$ cat src/rtl/apb_pkg.sv
// Shared definitions for the APB requester: FSM states, default bus widths, response codes.
package apb_pkg;

  typedef enum logic [1:0] {
    ST_IDLE   = 2'd0,
    ST_SETUP  = 2'd1,
    ST_ACCESS = 2'd2,
    ST_DONE   = 2'd3
  } apb_state_e;

  localparam int unsigned APB_ADDWIDTH  = 8;
  localparam int unsigned APB_DATAWIDTH = 32;

  localparam logic RSP_OK  = 1'b0;
  localparam logic RSP_ERR = 1'b1;

endpackage

$ cat src/rtl/apb_wait_timer.sv
// Counts ACCESS wait cycles; expired flags that the current wait cycle is the last one allowed.
module apb_wait_timer #(
  parameter int unsigned TIMEOUT = 16
) (
  input  logic PCLK,
  input  logic PRESET,
  input  logic clear,
  input  logic enable,
  output logic expired
);

  localparam int unsigned CW = $clog2(TIMEOUT + 1);

  logic [CW-1:0] cnt;

  // expired is set one edge early so the abort decision is taken on the TIMEOUT-th wait edge
  always_ff @(posedge PCLK or posedge PRESET) begin
    if (PRESET) begin
      cnt     <= '0;
      expired <= 1'b0;
    end else if (clear) begin
      cnt     <= '0;
      expired <= (TIMEOUT == 1);
    end else if (enable) begin
      if (32'(cnt) < TIMEOUT) begin
        cnt <= cnt + CW'(1);
      end
      expired <= ((32'(cnt) + 32'd1) >= (TIMEOUT - 1));
    end
  end

endmodule

$ cat src/rtl/apb_master.sv
// APB requester: single-beat valid/ready commands to SETUP/ACCESS transfers on one of NSLV responders.
module apb_master
  import apb_pkg::*;
#(
  parameter int unsigned ADDWIDTH  = APB_ADDWIDTH,
  parameter int unsigned DATAWIDTH = APB_DATAWIDTH,
  parameter int unsigned NSLV      = 2,
  parameter int unsigned SW        = (NSLV > 1) ? $clog2(NSLV) : 1,
  parameter int unsigned TIMEOUT   = 16
) (
  input  logic                      PCLK,
  input  logic                      PRESET,
  input  logic                      cmd_valid,
  output logic                      cmd_ready,
  input  logic                      cmd_write,
  input  logic [SW-1:0]             cmd_slv,
  input  logic [ADDWIDTH-1:0]       cmd_addr,
  input  logic [DATAWIDTH-1:0]      cmd_wdata,
  input  logic [DATAWIDTH/8-1:0]    cmd_strb,
  output logic                      rsp_valid,
  output logic [DATAWIDTH-1:0]      rsp_rdata,
  output logic                      rsp_err,
  output logic [NSLV-1:0]           PSEL,
  output logic                      PENABLE,
  output logic                      PWRITE,
  output logic [ADDWIDTH-1:0]       PADDR,
  output logic [DATAWIDTH-1:0]      PWDATA,
  output logic [DATAWIDTH/8-1:0]    PSTRB,
  input  logic [NSLV-1:0]           PREADY,
  input  logic [NSLV*DATAWIDTH-1:0] PRDATA
);

  localparam int unsigned STRBW = DATAWIDTH / 8;

  apb_state_e           state_q, state_d;
  logic [SW-1:0]        slv_q, slv_d;

  logic                 cmd_ready_d;
  logic                 rsp_valid_d;
  logic [DATAWIDTH-1:0] rsp_rdata_d;
  logic                 rsp_err_d;
  logic [NSLV-1:0]      psel_d;
  logic                 penable_d;
  logic                 pwrite_d;
  logic [ADDWIDTH-1:0]  paddr_d;
  logic [DATAWIDTH-1:0] pwdata_d;
  logic [STRBW-1:0]     pstrb_d;

  logic                 pready_sel;
  logic [DATAWIDTH-1:0] prdata_sel;
  logic [NSLV-1:0]      sel_onehot;
  logic                 slv_ok;
  logic                 accept;
  logic                 wait_clear;
  logic                 wait_en;
  logic                 wait_expired;

  apb_wait_timer #(
    .TIMEOUT (TIMEOUT)
  ) u_wait_timer (
    .PCLK    (PCLK),
    .PRESET  (PRESET),
    .clear   (wait_clear),
    .enable  (wait_en),
    .expired (wait_expired)
  );

  // Responder select decode for the incoming command and ready/data mux for the active one
  always_comb begin
    pready_sel = 1'b0;
    prdata_sel = '0;
    sel_onehot = '0;
    for (int i = 0; i < NSLV; i++) begin
      if (SW'(i) == slv_q) begin
        pready_sel = PREADY[i];
        prdata_sel = PRDATA[i*DATAWIDTH +: DATAWIDTH];
      end
      if (SW'(i) == cmd_slv) begin
        sel_onehot[i] = 1'b1;
      end
    end
  end

  assign slv_ok     = (32'(cmd_slv) < NSLV);
  assign accept     = cmd_valid && cmd_ready;
  assign wait_clear = (state_q != ST_ACCESS);
  assign wait_en    = (state_q == ST_ACCESS) && !pready_sel;

  // Next-state and next-output logic; every output is registered from these values
  always_comb begin
    state_d     = state_q;
    slv_d       = slv_q;
    rsp_valid_d = 1'b0;
    rsp_rdata_d = '0;
    rsp_err_d   = RSP_OK;
    psel_d      = PSEL;
    penable_d   = PENABLE;
    pwrite_d    = PWRITE;
    paddr_d     = PADDR;
    pwdata_d    = PWDATA;
    pstrb_d     = PSTRB;

    unique case (state_q)
      ST_IDLE: begin
        if (accept) begin
          if (slv_ok) begin
            state_d  = ST_SETUP;
            slv_d    = cmd_slv;
            psel_d   = sel_onehot;
            pwrite_d = cmd_write;
            paddr_d  = cmd_addr;
            pwdata_d = cmd_wdata;
            pstrb_d  = cmd_write ? cmd_strb : '0;
          end else begin
            // Unreachable responder: answer with an error, no bus activity
            state_d     = ST_DONE;
            rsp_valid_d = 1'b1;
            rsp_err_d   = RSP_ERR;
          end
        end
      end

      ST_SETUP: begin
        state_d   = ST_ACCESS;
        penable_d = 1'b1;
      end

      ST_ACCESS: begin
        if (pready_sel || wait_expired) begin
          state_d     = ST_DONE;
          rsp_valid_d = 1'b1;
          psel_d      = '0;
          penable_d   = 1'b0;
          pstrb_d     = '0;
          if (pready_sel) begin
            rsp_rdata_d = PWRITE ? '0 : prdata_sel;
          end else begin
            rsp_err_d = RSP_ERR;
          end
        end
      end

      ST_DONE: begin
        state_d = ST_IDLE;
      end

      default: begin
        state_d = ST_IDLE;
      end
    endcase

    cmd_ready_d = (state_d == ST_IDLE);
  end

  // State, command and output registers
  always_ff @(posedge PCLK or posedge PRESET) begin
    if (PRESET) begin
      state_q   <= ST_IDLE;
      slv_q     <= '0;
      cmd_ready <= 1'b0;
      rsp_valid <= 1'b0;
      rsp_rdata <= '0;
      rsp_err   <= 1'b0;
      PSEL      <= '0;
      PENABLE   <= 1'b0;
      PWRITE    <= 1'b0;
      PADDR     <= '0;
      PWDATA    <= '0;
      PSTRB     <= '0;
    end else begin
      state_q   <= state_d;
      slv_q     <= slv_d;
      cmd_ready <= cmd_ready_d;
      rsp_valid <= rsp_valid_d;
      rsp_rdata <= rsp_rdata_d;
      rsp_err   <= rsp_err_d;
      PSEL      <= psel_d;
      PENABLE   <= penable_d;
      PWRITE    <= pwrite_d;
      PADDR     <= paddr_d;
      PWDATA    <= pwdata_d;
      PSTRB     <= pstrb_d;
    end
  end

endmodule

$ cat config.mk
export PLATFORM = sky130hd
export DESIGN_NAME = apb_master
export DESIGN_NICKNAME = d
export VERILOG_FILES = /design/src/rtl/apb_pkg.sv /design/src/rtl/apb_wait_timer.sv /design/src/rtl/apb_master.sv
export SDC_FILE = /design/constraint.sdc
export NUM_CORES = 1
export LEC_CHECK = 0
export ABC_AREA = 0
export BUFFER_PORTS_ARGS = -buffer_cell sky130_fd_sc_hd__buf_4
export CORE_UTILIZATION = 50
export DETAILED_ROUTE_END_ITERATION = 8
export PLACE_DENSITY = 0.86
export SYNTH_ARGS = -nofsm -noshare
export SYNTH_HDL_FRONTEND = slang
export SYNTH_SLANG_ARGS = --single-unit
export TNS_END_PERCENT = 20
$ cat constraint.sdc
create_clock -name PCLK -period 5.4 [get_ports PCLK]
set_input_delay 0.27 -clock PCLK [delete_from_list [all_inputs] [get_ports PCLK]]
set_output_delay 0.27 -clock PCLK [all_outputs]
set_load 0.1 [all_outputs]
# Yosys cells after proc, flatten, opt, wreduce, memory -nomap -nowiden
# Index checks and enable logic that the tools add are counted.
# totals
ram_bits,0
mem_bits_ro,0
output_inout_bits,83
ff_bits,92
latchBits,0
inputBits,115
mem_count,0
elab_cells,68
# op_classes
bitwise_logic,0
div,0
addsub,2
n_mux,30
n_reduce_logical,14
eq_ne,6
shifts,0
n_mul,0
order_cmp,2
# ops
operator,n
$mux 32,5
$ge 32x4->1 const B,1
$mux 5,3
$mux 4,3
$mux 1,11
$mux 2,4
$pmux 2 s4,1
$pmux 4 s2,1
$reduce_bool 2->1,4
$add 5x1->6 const B,1
$reduce_and 2->1,3
$add 5x1->5 const B,1
$lt 5x5->1 const B,1
$eq 2x2->1 const B,2
$logic_not 2->1,2
$ne 2x2->1 const B,2
$pmux 2 s2,1
$reduce_and 3->1,1
$eq 2x1->1 const B,1
$logic_and 1x1->1,2
$ne 2x1->1 const B,1
$pmux 1 s2,1
$logic_not 1->1,1
$logic_or 1x1->1,1

# Logic depth before layout (Yosys ltp)
# Gate-level depths: netlist (run 1).
# depth
depth_word,5
mapped_depth,8
mapped_depth_nobuf,5

# Modules after synthesis
# A second synthesis (run 1) with hierarchy kept.
# hier_totals
hier_cells,369
area_unflattened_um2,3776.1
# by_module_without_submodules
mod,seq_area_each_um2,n_inst,area_each_um2,cells_per_inst
apb_master,2152.1,1,3415.8,331
apb_wait_timer,150.1,1,360.3,38

# Worst setup path after synthesis (run 1)
# No wires, ideal clock.
# synth_timing
kind,flip-flop to flip-flop
startpoint,register cmd_ready
endpoint,register PSEL[0]
setup_time_ns,0.125
n_path_buf,0
period_less_slack_ns,2.300
slack_ns,3.100
stages_incl_launch_ff,4
t_required_ns,5.275
t_arrival_ns,2.174
cell_sequence,dfrtp_1 > nand3_1 > a32oi_4 > mux2_2
# synth_via
elab_chain_len,3
# synth_lines
element,line,text
from (decl),apb_master.sv:14,"output logic cmd_ready,"
from (signal assigned),apb_master.sv:173,cmd_ready <= cmd_ready_d;
$logic_and 1x1->1,apb_master.sv:85,assign accept = cmd_valid && cmd_ready;
$ne 2x2->1 (no source line),n/a,
$reduce_and 3->1 (no source line),n/a,
to (signal assigned),apb_master.sv:177,PSEL <= psel_d;
to (decl),apb_master.sv:23,"output logic [NSLV-1:0] PSEL,"
# Every way passes these cells.
# A chain may end at the register's enable or synchronous reset.

# Worst setup path after layout (run 1)
# layout_timing
startpoint,register slv_q
endpoint,register rsp_rdata[22]
# layout_via
elab_chain_len,5
elab_cells_between_ends,7
cone_classes,6 x mux; 1 x reduce/logical
# layout_lines
element,line,text
from (decl),apb_master.sv:36,"logic [SW-1:0] slv_q, slv_d;"
from (signal assigned),apb_master.sv:172,slv_q <= slv_d;
$mux 32,apb_master.sv:74,if (SW'(i) == slv_q) begin
$mux 32,apb_master.sv:136,rsp_rdata_d = PWRITE ? '0 : prdata_sel;
$mux 32,apb_master.sv:135,if (pready_sel) begin
$mux 32 *,apb_master.sv:129,if (pready_sel || wait_expired) begin
$mux 32 *,apb_master.sv:103,unique case (state_q)
named net rsp_rdata_d[22],apb_master.sv:40,logic [DATAWIDTH-1:0] rsp_rdata_d;
to (signal assigned),apb_master.sv:175,rsp_rdata <= rsp_rdata_d;
to (decl),apb_master.sv:21,"output logic [DATAWIDTH-1:0] rsp_rdata,"
# The timed path passes the listed nets; every way through them passes the cells marked *.

==> flow_summary.toml, run 1 <==
[status]
outcome = "finished, final reports clean"

[routing]
drc = 0
routed_wl_um = 9372
num_vias = 2943
vias_per_cell = 5.014
detail-route-antenna-nets = 0
first_pass_iters = 4
drt_iter0_markers = 93
post_drt_wl_per_cell_um = 15.97

[setup_path]
crit_chain = "mux2i_1, or3_2, buf_4, nor2_4"
worstSetupPathType = "reg2reg"
endpoint_kind = "flop"
crit_buf_inv = 1
reg2reg_depth = 4
r2r_slack_ns = 2.43
crit_path_max_incr_delay_ns = 1.01
crit_family = "flip-flops"
arrival_ns = 3.19
cp_max_fo = 35
r2r-end = "rsp_rdata[22]"
startpoint_type = "flop"
slowest_stage = "dfrtp_2"
cp.required_ns = 5.62
reg2reg_from = "slv_q"

[floorplanning]
std_cell_rows = 32
die_area_sq_um = 8472
core-area_sq_um = 7767
ioPinCount = 198
die_h_um = 92.05
start_util_pct = 52.19
die_w_um = 92.05

[logic_synthesis]
synth_largest_area_cell = "dfrtp_1"
synthCells = 284
syn_avg_cell_area_sq_um = 14.27
ys_types = 37
synth_top_cell_area_share_pct = 56.79
synth_flop_cell = "dfrtp_1"
synth-seq-cells = 92
async_reset_ff_share_pct = 100.0
ys_seq_area_share_pct = 56.79
syn_nets = 404
synthTopCellsByArea = "dfrtp_1, mux2_2, mux2i_1"
synth_area_sq_um = 4054
yosysWarnings = 0
synth_enable_flop_cells = 0

[sta]
grt_setup_unrepaired = "no"
hold_viol_final = 0
tightest_slew_ns = 0.9725
drv_slew = 0
whs_ns = 0.1430
period_minus_slack_ns = 2.968
period_share_pct = 54.97
setup_viol = 0
tns_ns = 0
finalClockSkew_ns = 0.01150
relSlewSlack_pct = 35.17
max_freq_mhz = 336.9

[global_route]
grtUsageTotal_pct = 22.79
grt_start_max_net_pins = 63
grt_pass1_wl_um = 14860
grt_pass1_vias = 3131
grt_antenna_before_repair = 0
grt_overflow = 0

[cts]
cts.sinks = 92
cts_resized = 0
clkLatencyLatePin_ns = 0.35
cts_tree = "yes"
path_clk_slew_ns = 0.10
h-tree-depth = 3
numCtsBuffers = 9
cts_root_buf = "clkbuf_8"
max-clock-path-buffers = 2

[final_layout]
area_growth_pct = 42.53
final_util_pct = 74.39
fill_cells = 572
fin_cells = 587
fin_nets = 601
drive_gt1_share_pct = 61.24
antennaDiodeCount = 0

[placed_design]
dp_hpwl_um = 7015
placed_cells = 571
io_buffer_count = 197
gp_congestion = 0.7601

[min_path]
hold_path_end = "PWDATA[27]"
hold_depth = 2
min_path_type = "in2reg"
hold_path.startpoint = "cmd_wdata[27]"

[run]
cap_violations = 0
per-layer routing:
metal / share of wire, % / vias to the layer above / GRT usage (%) / wire length, um
met5: 0 / - / 0 / 0
met1: 35 / 1438 / 25.43 / 3327
met2: 55 / 119 / 40.92 / 5194
met3: 6.0 / 22 / 5.390 / 561
met4: 3.1 / 0 / 10.55 / 287
li1: - / 1364 / - / -
Yosys cell counts (all sizes together) (2+ instances only):
library cell	number
ha	5
nor3	2
or3	3
buf	11
clkbuf	4
nand2	4
mux2i	38
inv	15
a32oi	2
o21ai	4
dfrtp	92
or4	2
mux2	44
a21oi	5
o31ai	2
nand3	3
nor2	35
per-stage QoR:
stage / cell area [sq um] / setup WS, ns
2_1_floorplan: 4054 / 2.738
3_3_place_gp: 5568 / 2.516
3_5_place_dp: 5568 / 2.425
4_1_cts: 5778 / 2.420
5_1_grt: 5778 / 2.272
6_report: 5778 / 2.432
cells in the final DEF, fill, tap and decap left out, drive strengths merged, types with 2 or more instances in the layout:
| master | count |
|---|---|
| clkbuf | 10 |
| or3 | 3 |
| or4 | 2 |
| mux2 | 44 |
| ha | 5 |
| o21ai | 4 |
| mux2i | 38 |
| a21oi | 5 |
| a32oi | 2 |
| clkinv | 3 |
| buf | 200 |
| clkinvlp | 2 |
| inv | 14 |
| nor2 | 35 |
| dfrtp | 92 |
| nand3 | 3 |
| o31ai | 2 |
| nand2 | 4 |
| nor3 | 2 |
cells by family after synthesis:
family          after synthesis  share of synthesized area, %
mux                          82                         21.70
compound gates               22                         4.198
simple gates                 53                         11.33
buf+inv                      30                         4.444
fa+ha+maj                     5                         1.543
flops                        92                         56.79
worst max path at each step:
stage                    end   start  slack (ns)  cells after the start
2_1_floorplan       PADDR[0]  PRESET        2.74                      1
3_3_place_gp   rsp_rdata[24]   slv_q        2.52                      4
3_5_place_dp   rsp_rdata[22]   slv_q        2.42                      4
4_1_cts        rsp_rdata[17]   slv_q        2.42                      4
5_1_grt        rsp_rdata[17]   slv_q        2.27                      4
6_report       rsp_rdata[22]   slv_q        2.43                      4
layout make-up:
cell class | instances | area, sq um | area share [%]
inverters | 15 | 57.56 | 0.9961
multi-input cells | 162 | 1578 | 27.31
flip-flops and latches | 92 | 2303 | 39.87
well taps | 102 | 127.6 | 2.209
clock inverters | 5 | 62.56 | 1.083
repair buffers | 201 | 1511 | 26.16
clock buffers | 10 | 137.6 | 2.382
registers in the layout, indices dropped and copies added (netlist names), 2 cells and up:
signal and cells:
PSTRB 4, rsp_rdata 32, u_wait_timer.cnt 5, PWDATA 32, PSEL 2, state_q 2
PADDR 8
timing repair:
action                                  4_1_cts  5_1_grt
hold buffers                                  1        0
buffers inserted                              0        0
endpoints found under the hold margin        30        0
endpoints found under the setup margin        0        0
Power of run 1 is not shown: default switching activity piles up to over one toggle a cycle in this logic, so the estimate is an artifact.
==> inputs of run 2 (changes only) <==
--- a/config.mk
+++ b/config.mk
@@ -5,11 +5,11 @@
 export SDC_FILE = /design/constraint.sdc
 export NUM_CORES = 1
 export LEC_CHECK = 0
-export ABC_AREA = 0
+export ABC_AREA = 1
 export BUFFER_PORTS_ARGS = -buffer_cell sky130_fd_sc_hd__buf_4
-export CORE_UTILIZATION = 50
+export CORE_UTILIZATION = 41
 export DETAILED_ROUTE_END_ITERATION = 8
-export PLACE_DENSITY = 0.86
+export PLACE_DENSITY = 0.76
 export SYNTH_ARGS = -nofsm -noshare
 export SYNTH_HDL_FRONTEND = slang
 export SYNTH_SLANG_ARGS = --single-unit
==> constraint.sdc (replaced) <==
create_clock -name PCLK -period 2.6 [get_ports PCLK]
set_input_delay 0.13 -clock PCLK [delete_from_list [all_inputs] [get_ports PCLK]]
set_output_delay 0.13 -clock PCLK [all_outputs]
set_load 0.1 [all_outputs]
==> flow_summary.toml, run 2 <==
[status]
outcome = "finished, final reports clean"

[setup_path]
crit_family = "simple AND/OR/NAND/NOR gates"
crit_path_max_incr_delay_ns = 0.64
crit_buf_inv = 1
r2r_slack_ns = 0.56
endpoint_kind = "flop"
worstSetupPathType = "reg2reg"
startpoint_type = "flop"
crit_chain = "inv_1, ha_1, nand3_2, or2_2, a21oi_1"
cp_max_fo = 32
arrival_ns = 2.31
slowest_stage = "or2_2"
cp.required_ns = 2.87

[global_route]
grt_overflow = 0
grtUsageTotal_pct = 20.57
grt_antenna_before_repair = 0
grt_pass1_wl_um = 15810
grt_pass1_vias = 3410
grt_start_max_net_pins = 50

[logic_synthesis]
yosys-top-cells-count = "nand2_1, dfrtp_1, mux2_2"
synth_largest_area_cell = "dfrtp_1"
syn_avg_cell_area_sq_um = 11.11
yosysWarnings = 0
synth_area_sq_um = 3856
syn_nets = 467
synth-seq-cells = 92
synthTopCellsByArea = "dfrtp_1, mux2_2, nand2_1"
ys_types = 22
ys_seq_area_share_pct = 59.70
async_reset_ff_share_pct = 100.0
synth_top_cell_area_share_pct = 59.70
synthCells = 347
synth_enable_flop_cells = 0
synth_flop_cell = "dfrtp_1"
yosysMostFrequentCell = "nand2_1"

[routing]
drc = 0
routed_wl_um = 9895
post_drt_wl_per_cell_um = 14.28
drt_iter0_markers = 105
vias_per_cell = 4.860
num_vias = 3368
detail-route-antenna-nets = 0
first_pass_iters = 6

[sta]
period_share_pct = 78.43
hold_viol_final = 0
tns_ns = 0
period_minus_slack_ns = 2.039
setup_viol = 0
drv_slew = 0
grt_setup_unrepaired = "no"
max_freq_mhz = 490.4
relSlewSlack_pct = 35.58
finalClockSkew_ns = 0.009918
tightest_slew_ns = 0.9663
whs_ns = 0.02210

[floorplanning]
core-area_sq_um = 9196
die_h_um = 98.98
std_cell_rows = 35
die_w_um = 98.98
ioPinCount = 198
start_util_pct = 41.93
die_area_sq_um = 9797

[placed_design]
io_buffer_count = 197
dp_hpwl_um = 7041
placed_area_sq_um = 5440
gp_congestion = 0.8118

[cts]
clkLatencyLatePin_ns = 0.35
cts_resized = 0
cts_tree = "yes"
h-tree-depth = 3
cts.sinks = 92
numCtsBuffers = 9
cts_root_buf = "clkbuf_8"
max-clock-path-buffers = 2
cts_setup_buffers = 0
path_clk_slew_ns = 0.09

[final_layout]
fin_nets = 697
design_area_sq_um = 6017
drive_gt1_share_pct = 50.69
final_util_pct = 65.43
mostFrequentLayoutCell = "buf_4"
area_growth_pct = 56.04
largestRegisters = "PWDATA: 32 flops, rsp_rdata: 32 flops, PADDR: 8 flops"
most-common-layout-cells = "buf_4, nand2_1, dfrtp_1"
antennaDiodeCount = 0

[min_path]
min_path_type = "in2reg"

[run]
cap_violations = 0
## run 2: cell count changes in the layout (fill, tap and decap cells not counted), sizes merged, moves of 3 or more
cell,previous run,this run
nand2,4,111
mux2i,38,0
dlygate4sd3,1,33
a21oi,5,34
nor2,35,8
nand3,3,11
mux2,44,41
nand4,0,3
o21ai,4,7
or3,3,0
## run 2: repair_timing
| item | 4_1_cts | 5_1_grt |
|---|---|---|
| setup endpoints to repair | 0 | 0 |
| endpoints found under the hold margin | 80 | 0 |
| hold buffers | 33 | 0 |
## run 2: cell families after synthesis
group           share of synthesized area (%)
compound gates                          8.436
mux                                     11.97
fa+ha+maj                               1.622
buf+inv                                 4.056
simple gates                            14.21
flops                                   59.70
## run 2: path summary, 6_finish.rpt
kind | start | to | cells past startpoint
max in group asynchronous | PRESET | state_q[1] | 4
min in group asynchronous | PRESET | PWDATA[30] | 3
worst min-delay path | cmd_wdata[12] | PWDATA[12] | 2
worst max register to register | state_q[0] | rsp_rdata[0] | 5
worst max-delay path | state_q[0] | rsp_rdata[0] | 5
worst min register to register | PSTRB[2] | PSTRB[2] | 2
## run 2: final cells by class
cell class                      count  area, sq um
Tap cell                          111        138.9
Clock inverter                      7        122.6
Timing Repair Buffer              235         1872
Clock buffer                        9        123.9
Multi-Input combinational cell    224         1400
Sequential cell                    92         2302
Fill cell                         683         3179
Inverter                           15        57.56
## run 2: worst reg2reg max path: cells and delay by family, from the launching register on
family                   cells  cell delay [ns]
adder cells (fa/ha/maj)      1             0.37
AO/OA/AOI/OAI                1             0.27
buffers and inverters        1             0.10
AND/OR/NAND/NOR              2             0.81
flip-flops                   1             0.41
## run 2: metrics by stage
step,std cells,setup WS [ns]
after CTS,693,0.5322
after floorplan,347,0.07804
after detailed placement,644,0.5714
after global routing,693,0.4292
after global placement,644,0.6701
final,693,0.5609
## run 2: routing by layer
metal / part of all wire [%] / global-route usage [%] / vias to the layer above / wire length (um)
met2: 50 / 36.04 / 175 / 4940
met5: 0 / 0 / - / 0
met4: 2.3 / 8.496 / 0 / 225
met1: 38 / 23.20 / 1581 / 3792
li1: - / - / 1592 / -
met3: 9.5 / 6.454 / 20 / 936
Power of run 2 is left out for the same reason.
